--- src/rtl/ram_access_ctrl_pkg.sv ---
// Shared encodings and store-side lane helpers for the RAM access controller.
package ram_access_ctrl_pkg;

  localparam logic [1:0] SIZE_BYTE = 2'd0;
  localparam logic [1:0] SIZE_HALF = 2'd1;
  localparam logic [1:0] SIZE_WORD = 2'd2;
  localparam logic [1:0] SIZE_ILL  = 2'd3;

  typedef enum logic {
    ST_IDLE    = 1'b0,
    ST_RD_WAIT = 1'b1
  } state_t;

  typedef enum logic {
    PORT_CORE = 1'b0,
    PORT_DBG  = 1'b1
  } port_t;

  // Everything needed to format and route the read word once it returns.
  typedef struct packed {
    port_t      port;
    logic [1:0] size;
    logic       uns;
    logic [1:0] offset;
  } rd_ctx_t;

  function automatic logic is_misaligned(input logic [1:0] size, input logic [1:0] offset);
    case (size)
      SIZE_BYTE: return 1'b0;
      SIZE_HALF: return offset[0];
      SIZE_WORD: return offset != 2'b00;
      default:   return 1'b1;
    endcase
  endfunction

  function automatic logic [3:0] lane_mask(input logic [1:0] size, input logic [1:0] offset);
    case (size)
      SIZE_BYTE: return 4'b0001 << offset;
      SIZE_HALF: return offset[1] ? 4'b1100 : 4'b0011;
      default:   return 4'b1111;
    endcase
  endfunction

  function automatic logic [31:0] store_data(input logic [1:0] size, input logic [31:0] wdata);
    case (size)
      SIZE_BYTE: return {4{wdata[7:0]}};
      SIZE_HALF: return {2{wdata[15:0]}};
      default:   return wdata;
    endcase
  endfunction

endpackage

--- src/rtl/ram_access_ctrl_load_align.sv ---
// Purpose: pick the addressed byte/half out of a RAM word and sign/zero-extend it to 32 bits.
// Latency: purely combinational.
// Backpressure: none; the result is consumed by the owner's capture register.
module ram_access_ctrl_load_align
  import ram_access_ctrl_pkg::*;
(
  input  logic [31:0] dout,
  input  logic [1:0]  offset,
  input  logic [1:0]  size,
  input  logic        is_unsigned,
  output logic [31:0] data
);

  logic [7:0]  byte_sel;
  logic [15:0] half_sel;

  always_comb begin
    case (offset)
      2'd0:    byte_sel = dout[7:0];
      2'd1:    byte_sel = dout[15:8];
      2'd2:    byte_sel = dout[23:16];
      default: byte_sel = dout[31:24];
    endcase
    half_sel = offset[1] ? dout[31:16] : dout[15:0];
  end

  always_comb begin
    case (size)
      SIZE_BYTE: data = {{24{~is_unsigned & byte_sel[7]}}, byte_sel};
      SIZE_HALF: data = {{16{~is_unsigned & half_sel[15]}}, half_sel};
      default:   data = dout;
    endcase
  end

endmodule

--- src/rtl/ram_access_ctrl.sv ---
// Purpose: arbitrate core/debug ports onto a single-port RAM with byte-lane stores and extended loads.
// Latency: writes and traps are accepted in one cycle; load data pulses two cycles after the ack.
// Backpressure: one read outstanding; acks are withheld while a read is in flight, loser holds req.
module ram_access_ctrl
  import ram_access_ctrl_pkg::*;
#(
  parameter int ADDR_WIDTH   = 12,
  parameter bit DBG_PRIORITY = 1'b1
) (
  input  logic                  clk,
  input  logic                  reset_n,

  input  logic                  core_req,
  input  logic                  core_we,
  input  logic [ADDR_WIDTH+1:0] core_addr,
  input  logic [1:0]            core_size,
  input  logic                  core_unsigned,
  input  logic [31:0]           core_wdata,
  output logic                  core_ack,
  output logic [31:0]           core_rdata,
  output logic                  core_rvalid,
  output logic                  core_misaligned,

  input  logic                  dbg_req,
  input  logic                  dbg_we,
  input  logic [ADDR_WIDTH-1:0] dbg_addr,
  input  logic [31:0]           dbg_wdata,
  output logic                  dbg_ack,
  output logic [31:0]           dbg_rdata,
  output logic                  dbg_rvalid,

  output logic [ADDR_WIDTH-1:0] ram_addr,
  output logic [31:0]           ram_din,
  output logic [3:0]            ram_write_en,
  input  logic [31:0]           ram_dout
);

  state_t      state;
  rd_ctx_t     ctx;
  logic        grant_dbg;
  logic        grant_core;
  logic        core_mis;
  logic        rd_start;
  logic [31:0] ld_data;

  assign core_mis = is_misaligned(core_size, core_addr[1:0]);

  always_comb begin
    grant_dbg  = 1'b0;
    grant_core = 1'b0;
    if (state == ST_IDLE) begin
      if (dbg_req && (DBG_PRIORITY || !core_req))
        grant_dbg = 1'b1;
      else if (core_req)
        grant_core = 1'b1;
    end
  end

  assign core_ack = reset_n & grant_core;
  assign dbg_ack  = reset_n & grant_dbg;

  // Trapped core accesses present nothing to the RAM.
  always_comb begin
    ram_addr     = '0;
    ram_din      = '0;
    ram_write_en = 4'b0000;
    if (grant_dbg) begin
      ram_addr = dbg_addr;
      ram_din  = dbg_wdata;
      if (dbg_we)
        ram_write_en = 4'b1111;
    end else if (grant_core && !core_mis) begin
      ram_addr = core_addr[ADDR_WIDTH+1:2];
      ram_din  = store_data(core_size, core_wdata);
      if (core_we)
        ram_write_en = lane_mask(core_size, core_addr[1:0]);
    end
    if (!reset_n)
      ram_write_en = 4'b0000;
  end

  assign rd_start = (grant_dbg && !dbg_we) || (grant_core && !core_mis && !core_we);

  ram_access_ctrl_load_align u_align (
    .dout        (ram_dout),
    .offset      (ctx.offset),
    .size        (ctx.size),
    .is_unsigned (ctx.uns),
    .data        (ld_data)
  );

  always_ff @(posedge clk or negedge reset_n) begin
    if (!reset_n) begin
      state           <= ST_IDLE;
      ctx             <= '0;
      core_rdata      <= '0;
      dbg_rdata       <= '0;
      core_rvalid     <= 1'b0;
      dbg_rvalid      <= 1'b0;
      core_misaligned <= 1'b0;
    end else begin
      core_rvalid     <= 1'b0;
      dbg_rvalid      <= 1'b0;
      core_misaligned <= grant_core & core_mis;
      case (state)
        ST_IDLE: begin
          if (rd_start) begin
            state <= ST_RD_WAIT;
            if (grant_dbg)
              ctx <= '{port: PORT_DBG, size: SIZE_WORD, uns: 1'b1, offset: 2'b00};
            else
              ctx <= '{port: PORT_CORE, size: core_size, uns: core_unsigned,
                       offset: core_addr[1:0]};
          end
        end
        ST_RD_WAIT: begin
          // RAM output now reflects the address sampled at the accept edge.
          state <= ST_IDLE;
          if (ctx.port == PORT_DBG) begin
            dbg_rdata  <= ld_data;
            dbg_rvalid <= 1'b1;
          end else begin
            core_rdata  <= ld_data;
            core_rvalid <= 1'b1;
          end
        end
      endcase
    end
  end

endmodule
--- config.mk ---
export PLATFORM = sky130hd
export DESIGN_NAME = ram_access_ctrl
export DESIGN_NICKNAME = d
export VERILOG_FILES = /design/src/rtl/ram_access_ctrl_pkg.sv /design/src/rtl/ram_access_ctrl_load_align.sv /design/src/rtl/ram_access_ctrl.sv
export SDC_FILE = /design/constraint.sdc
export NUM_CORES = 1
export LEC_CHECK = 0
export ABC_CLOCK_PERIOD_IN_PS = 1700
export CORE_ASPECT_RATIO = 1.2
export CORE_MARGIN = 2
export CORE_UTILIZATION = 37
export DETAILED_ROUTE_END_ITERATION = 10
export PLACE_DENSITY_LB_ADDON = 0.08
export SLEW_MARGIN = 20
export SYNTH_ARGS = -nofsm -noshare
export SYNTH_HDL_FRONTEND = slang
export SYNTH_SLANG_ARGS = --single-unit
--- constraint.sdc ---
create_clock -name clk -period 1.7 [get_ports clk]
set_input_delay 0.34 -clock clk [delete_from_list [all_inputs] [get_ports clk]]
set_output_delay 0.34 -clock clk [all_outputs]
set_load 0.01 [all_outputs]
==> Word level (Yosys, flattened, before mapping) <==
Cells that the tools add are included.
W data, S select, Z words.
{ "word_totals": {"ff_bits": 74, "inputBits": 131, "out_inout_bits": 117, "elab_cells": 66} }
{ "op_classes": {"n_eq_ne": 5, "n_shift": 1, "muxes": 28, "bitwise_logic": 8, "reduce_logical": 14} }
{ "ops": {"columns": ["cell", "n"], "rows": [
  ["$pmux W32 S2", 2],
  ["$mux W32", 2],
  ["$mux W12", 2],
  ["$mux W4", 6],
  ["$pmux W8 S3", 1],
  ["$mux W16", 1],
  ["$mux W1", 10],
  ["$pmux W4 S2", 1],
  ["$eq A2 B1 Y1 const B", 3],
  ["$logic_not A2 Y1", 3],
  ["$mux W6", 1],
  ["$reduce_and A2 Y1", 3],
  ["$and A1 B1 Y1", 5],
  ["$eq A2 B2 Y1 const B", 2],
  ["$shl A1 B2 Y4 const A", 1],
  ["$logic_and A1 B1 Y1", 3],
  ["$logic_not A1 Y1", 3],
  ["$not A1 Y1", 3],
  ["$pmux W1 S3", 1],
  ["$pmux W1 S2", 1],
  ["$reduce_bool A2 Y1", 1],
  ["$logic_or A1 B1 Y1", 1]
]} }

==> Depth between registers and ports, before layout <==
{ "depth": {"depth_word": 8, "mapped_depth": 6, "ltp_nobuf": 4} }

==> By module <==
Synthesis repeated with hierarchy kept, for this count alone.
{ "hier_totals": {"cells_unflattened": 418, "hier_area_um2": 4540.6} }
{ "by_module_without_submodules": {"columns": ["mod", "n_inst", "cells_each", "area_per_inst_um2", "seq_area_each_um2"], "rows": [
  ["ram_access_ctrl", 1, 303, 3694.8, 1851.8],
  ["ram_access_ctrl_load_align", 1, 115, 845.8, 0.0]
]} }

==> Worst setup path before layout <==
No wires, ideal clock.
{ "synth_path": {"path_type": "input to output", "startpoint": "in core_size[0]", "endpoint": "out ram_din[14]", "t_arrival_ps": 1362, "required_time_ps": 1360, "slack_ps": -2, "cell_stages": 5, "n_path_buf": 2, "cell_sequence": "buf_6 nor3_4 o21ai_2 clkbuf_1 o21ai_0"} }
{ "synth_between": {"elab_chain_len": 6, "word_cells_on_any_way": 9, "cone_classes": "2 x eq/ne; 4 x mux; 3 x reduce/logical"} }
{ "synth_rtl": {"columns": ["item", "line_no", "source"], "rows": [
  ["start, declared", "ram_access_ctrl.sv:16", "input logic [1:0] core_size,"],
  ["$eq A2 B2 Y1 (tied with other cells)", "ram_access_ctrl_pkg.sv:28", "case (size)"],
  ["$pmux W1 S3", "ram_access_ctrl_pkg.sv:28", null],
  ["$logic_not A1 Y1", "ram_access_ctrl.sv:72", "end else if (grant_core && !core_mis) begin"],
  ["$logic_and A1 B1 Y1", "ram_access_ctrl.sv:72", null],
  ["$mux W32 *", "ram_access_ctrl.sv:72", null],
  ["$mux W32 *", "ram_access_ctrl.sv:67", "if (grant_dbg) begin"],
  ["end, declared", "ram_access_ctrl.sv:33", "output logic [31:0] ram_din,"]
]} }
Mark *: on every way between the ends. The rest lies on a longest branch, timed or not.

==> Final worst setup path <==
{ "layout_path": {"startpoint": "reg state", "endpoint": "out ram_din[25]"} }
{ "layout_between": {"elab_chain_len": 4, "word_cells_on_any_way": 5, "cone_classes": "4 x mux; 1 x reduce/logical"} }
{ "layout_rtl": {"columns": ["item", "line_no", "source"], "rows": [
  ["start, declared", "ram_access_ctrl.sv:38", "state_t state;"],
  ["start signal, assigned", "ram_access_ctrl.sv:94", "state <= ST_IDLE;"],
  ["start signal, assigned", "ram_access_ctrl.sv:108", "state <= ST_RD_WAIT;"],
  ["start signal, assigned", "ram_access_ctrl.sv:118", "state <= ST_IDLE;"],
  ["$mux W1", "ram_access_ctrl.sv:51", "if (state == ST_IDLE) begin"],
  ["$logic_and A1 B1 Y1", "ram_access_ctrl.sv:72", null],
  ["$mux W32", "ram_access_ctrl.sv:72", null],
  ["$mux W32 *", "ram_access_ctrl.sv:67", null]
]} }
Marks and branches as above.

==> out/results.tsv <==
stage	metric	value	unit
run_status	outcome	complete, but fails checks	
run_status	failing checks	negative setup slack	
cts	Post-CTS Hold Buffers	0	
yosys	Synth top area share	37.3	%
global_routing	largest net degree at the start of global routing	48	
layout	# fillers	1127	
yosys	Synth Net Count	660	
cts	root buf cell	clkbuf_16	
yosys	sequential-to-total area share from yosys stat	37.3	%
yosys	Commonest cells post-synth	dfrtp_1, mux2i_1, a31oi_1	
cts	htree depth	3	
layout	ant diodes	0	
worst_setup_path	crit path from	state$_DFF_PN0_	
cts	CTS Sinks	74	
yosys	distinct cell type count after synthesis	47	
route	DR vias/cell	5.58	
yosys	top area cells in the synthesized netlist	dfrtp_1, mux2i_1, a31oi_1	
sta	post-route setup slack	-0.353	ns
die	Horiz. Die Dim	110	um
global_routing	vias in the first global route	5597	
route	detailed-route via count	5525	
die	starting density of the core	37.6	%
worst_setup_path	Req. time, crit path	1.36	ns
die	# rows	46	
yosys	Avg Cell Area, Syn	9.38	um^2
place	worst slack, placed	-1.07	ns
route	Avg WL per Cell	19.3	um
yosys	Syn Inst Count	529	
sta	pins over their slew limit	0	
pwr	Static Leakage	3.57	nW
worst_setup_path	Worst Setup Start Kind	flop	
die	Core Area	13200	um^2
global_routing	initial antenna violation count	0	
cts	Worst-path clk slew	0.06	ns
sta	RSZ-0062 raised after global routing	yes	
die	die area	14400	um^2
layout	layout cell share with drive strength beyond 1	25.4	%
route	DRT Wirelength	19100	um
route	drc violations	0	
yosys	Adder-Cell Fraction of Synth Area	0	%
sta	Slew headroom	60.7	%
sta	hold_ws	0.168	ns
layout	finished layout cell area	8410	um^2
worst_setup_path	CP arrival	1.71	ns
yosys	xor/xnor cell area share of the yosys netlist	0	%
cts	clock buffer count from CTS	9	
yosys	most frequent cell after synthesis	dfrtp_1	
sta	Period minus WS final	2.05	ns
global_routing	gr usage total	25.8	%
sta	worst-margin pin slew	0.589	ns
min_path	class of the worst hold path	in2async	
yosys	EDFF count, synth	0	
global_routing	first-pass GRT wire length	28500	um
yosys	most common flop cell mapped by yosys	dfrtp_1	
yosys	synth warn	0	
layout	Area Overhead vs Synth	69.5	%
yosys	post-synthesis mux area share	16.2	%
route	antenna-violating nets left	0	
place	placed cell area	7930	um^2
route	drt initial violations	284	
sta	setup violators final	50	
worst_setup_path	critical path class	reg2out	
yosys	Mapped Area	4960	um^2
sta	Fin Clk Skew	0.00760	ns
yosys	post-synthesis simple-gate area fraction	11.4	%
cts	Skew-Pair Late Insertion Delay	0.33	ns
yosys	largest area contributor in the netlist	dfrtp_1	
cts	maximum clock path buffer count	2	
layout	final design utilization	63.8	%
job	Max Cap Viol	0	
sta	final hold vios	0	
worst_setup_path	Crit Reg-Reg Startpoint	ctx[4]$_DFFE_PN0P_	
global_routing	total grt overflow	0	
yosys	async set-reset flop share out of synthesis	100	%
place	port bufs	247	
sta	f_max	487	MHz
sta	Final period util	121	%
yosys	complex-gate fraction of the synthesized area	28.9	%
place	routability cong.	0.912	
pwr	cell area power density	987	nW/um^2
place	DP HPWL	14200	um
worst_setup_path	critical path capture point type	output pin	
yosys	main combinational cell family by area after synthesis	compound AO/OA/AOI/OAI gates	
pwr	VDD IR-drop max	582	uV
die	Chip Height	131	um
die	# IOs	248	
layout	layout net count	949	
yosys	flops & latches, synth	74	
worst_setup_path	crit path max fanout	5	
cts	CTS tree	built	
route	Initial DRT Pass Iterations	5	
-- area by class of cell --
cell class	count	area (um^2)	share of cell area (%)
clock buffers	12	236	2.81
clock inverters	3	17.5	0.208
inverters	7	33.8	0.402
multi-input cells	401	2940	34.9
flip-flops and latches	74	1850	22.0
well taps	168	210	2.50
repair buffers	325	3120	37.1
-- stage by stage --
| step | std cells | power, mW | TNS [ns] |
|---|---|---|---|
| 2_1_floorplan | 529 | 4.31 | -0.0212 |
| 3_3_place_gp | 958 | 6.55 | -53.70 |
| 3_5_place_dp | 958 | 6.62 | -54.31 |
| 4_1_cts | 989 | 8.33 | -16.96 |
| 5_1_grt | 990 | 8.79 | -17.56 |
| 6_report | 990 | 8.30 | -13.92 |
-- path summary, 6_finish.rpt --
check | end | slack (ns) | cells after the start
max | ram_din[25] | -0.35 | 6
min | core_rdata[23]$_DFFE_PN0P_ | 0.17 | 3
max reg2reg | core_rdata[5]$_DFFE_PN0P_ | 0.12 | 4
min reg2reg | ctx[5]$_DFFE_PN0P_ | 0.52 | 1
max in group asynchronous | ctx[4]$_DFFE_PN0P_ | 1.03 | 3
min in group clk | ctx[5]$_DFFE_PN0P_ | 0.52 | 1
-- worst max-delay path, stage by stage (launching register included) --
cell,delay [ns]
dfrtp_1,0.41
nor3b_4,0.24
o21a_4,0.21
buf_12,0.13
buf_16,0.10
a22o_1,0.15
buf_2,0.14
-- routing by layer --
metal  GRT usage, %  share of wire, %  vias to the layer above
li1               -                 -                     2566
met1           29.2                37                     2667
met3           7.64               8.2                       48
met4           12.3               3.6                        0
met2           44.4                51                      244
met5              0                 0                        -
-- layout by cell type, fill, tap and decap left out, drive strengths merged, types with 16 or more instances in the layout --
master	n
a21bo	16
a21oi	53
a22o	28
a31oi	56
buf	128
clkdlybuf4s50	190
dfrtp	74
mux2i	67
nand2	41
nor2	28
o21ai	46
-- power breakdown --
part	switching (mW)	leakage (nW)	internal (mW)	total, mW
logic	1.61	2.57	2.21	3.82
registers	0.413	0.873	2.40	2.81
clock network	0.690	0.122	0.975	1.67
total	2.71	3.57	5.59	8.30
-- kinds of logic (layout without fill, tap and decap cells) --
kind of cell | after synthesis | count (layout)
AO/OA/AOI/OAI | 215 | 215
AND/OR/NAND/NOR | 107 | 107
multiplexers | 79 | 79
flip-flops | 74 | 74
buffers and inverters | 54 | 347
-- registers in the layout (all words and copies together), names as in the netlist --
name             count
state                1
core_misaligned      1
dbg_rdata           32
core_rdata          32
ctx                  6
dbg_rvalid           1
core_rvalid          1
-- timing repair --
| action | CTS | global route |
|---|---|---|
| endpoints found under the setup margin | 50 | 50 |
| resized for setup | 280 | 21 |
| setup buffers | 12 | 1 |
| gates cloned | 4 | 1 |
| pin swaps | 20 | 17 |
Power figures use the tool's default switching activity.
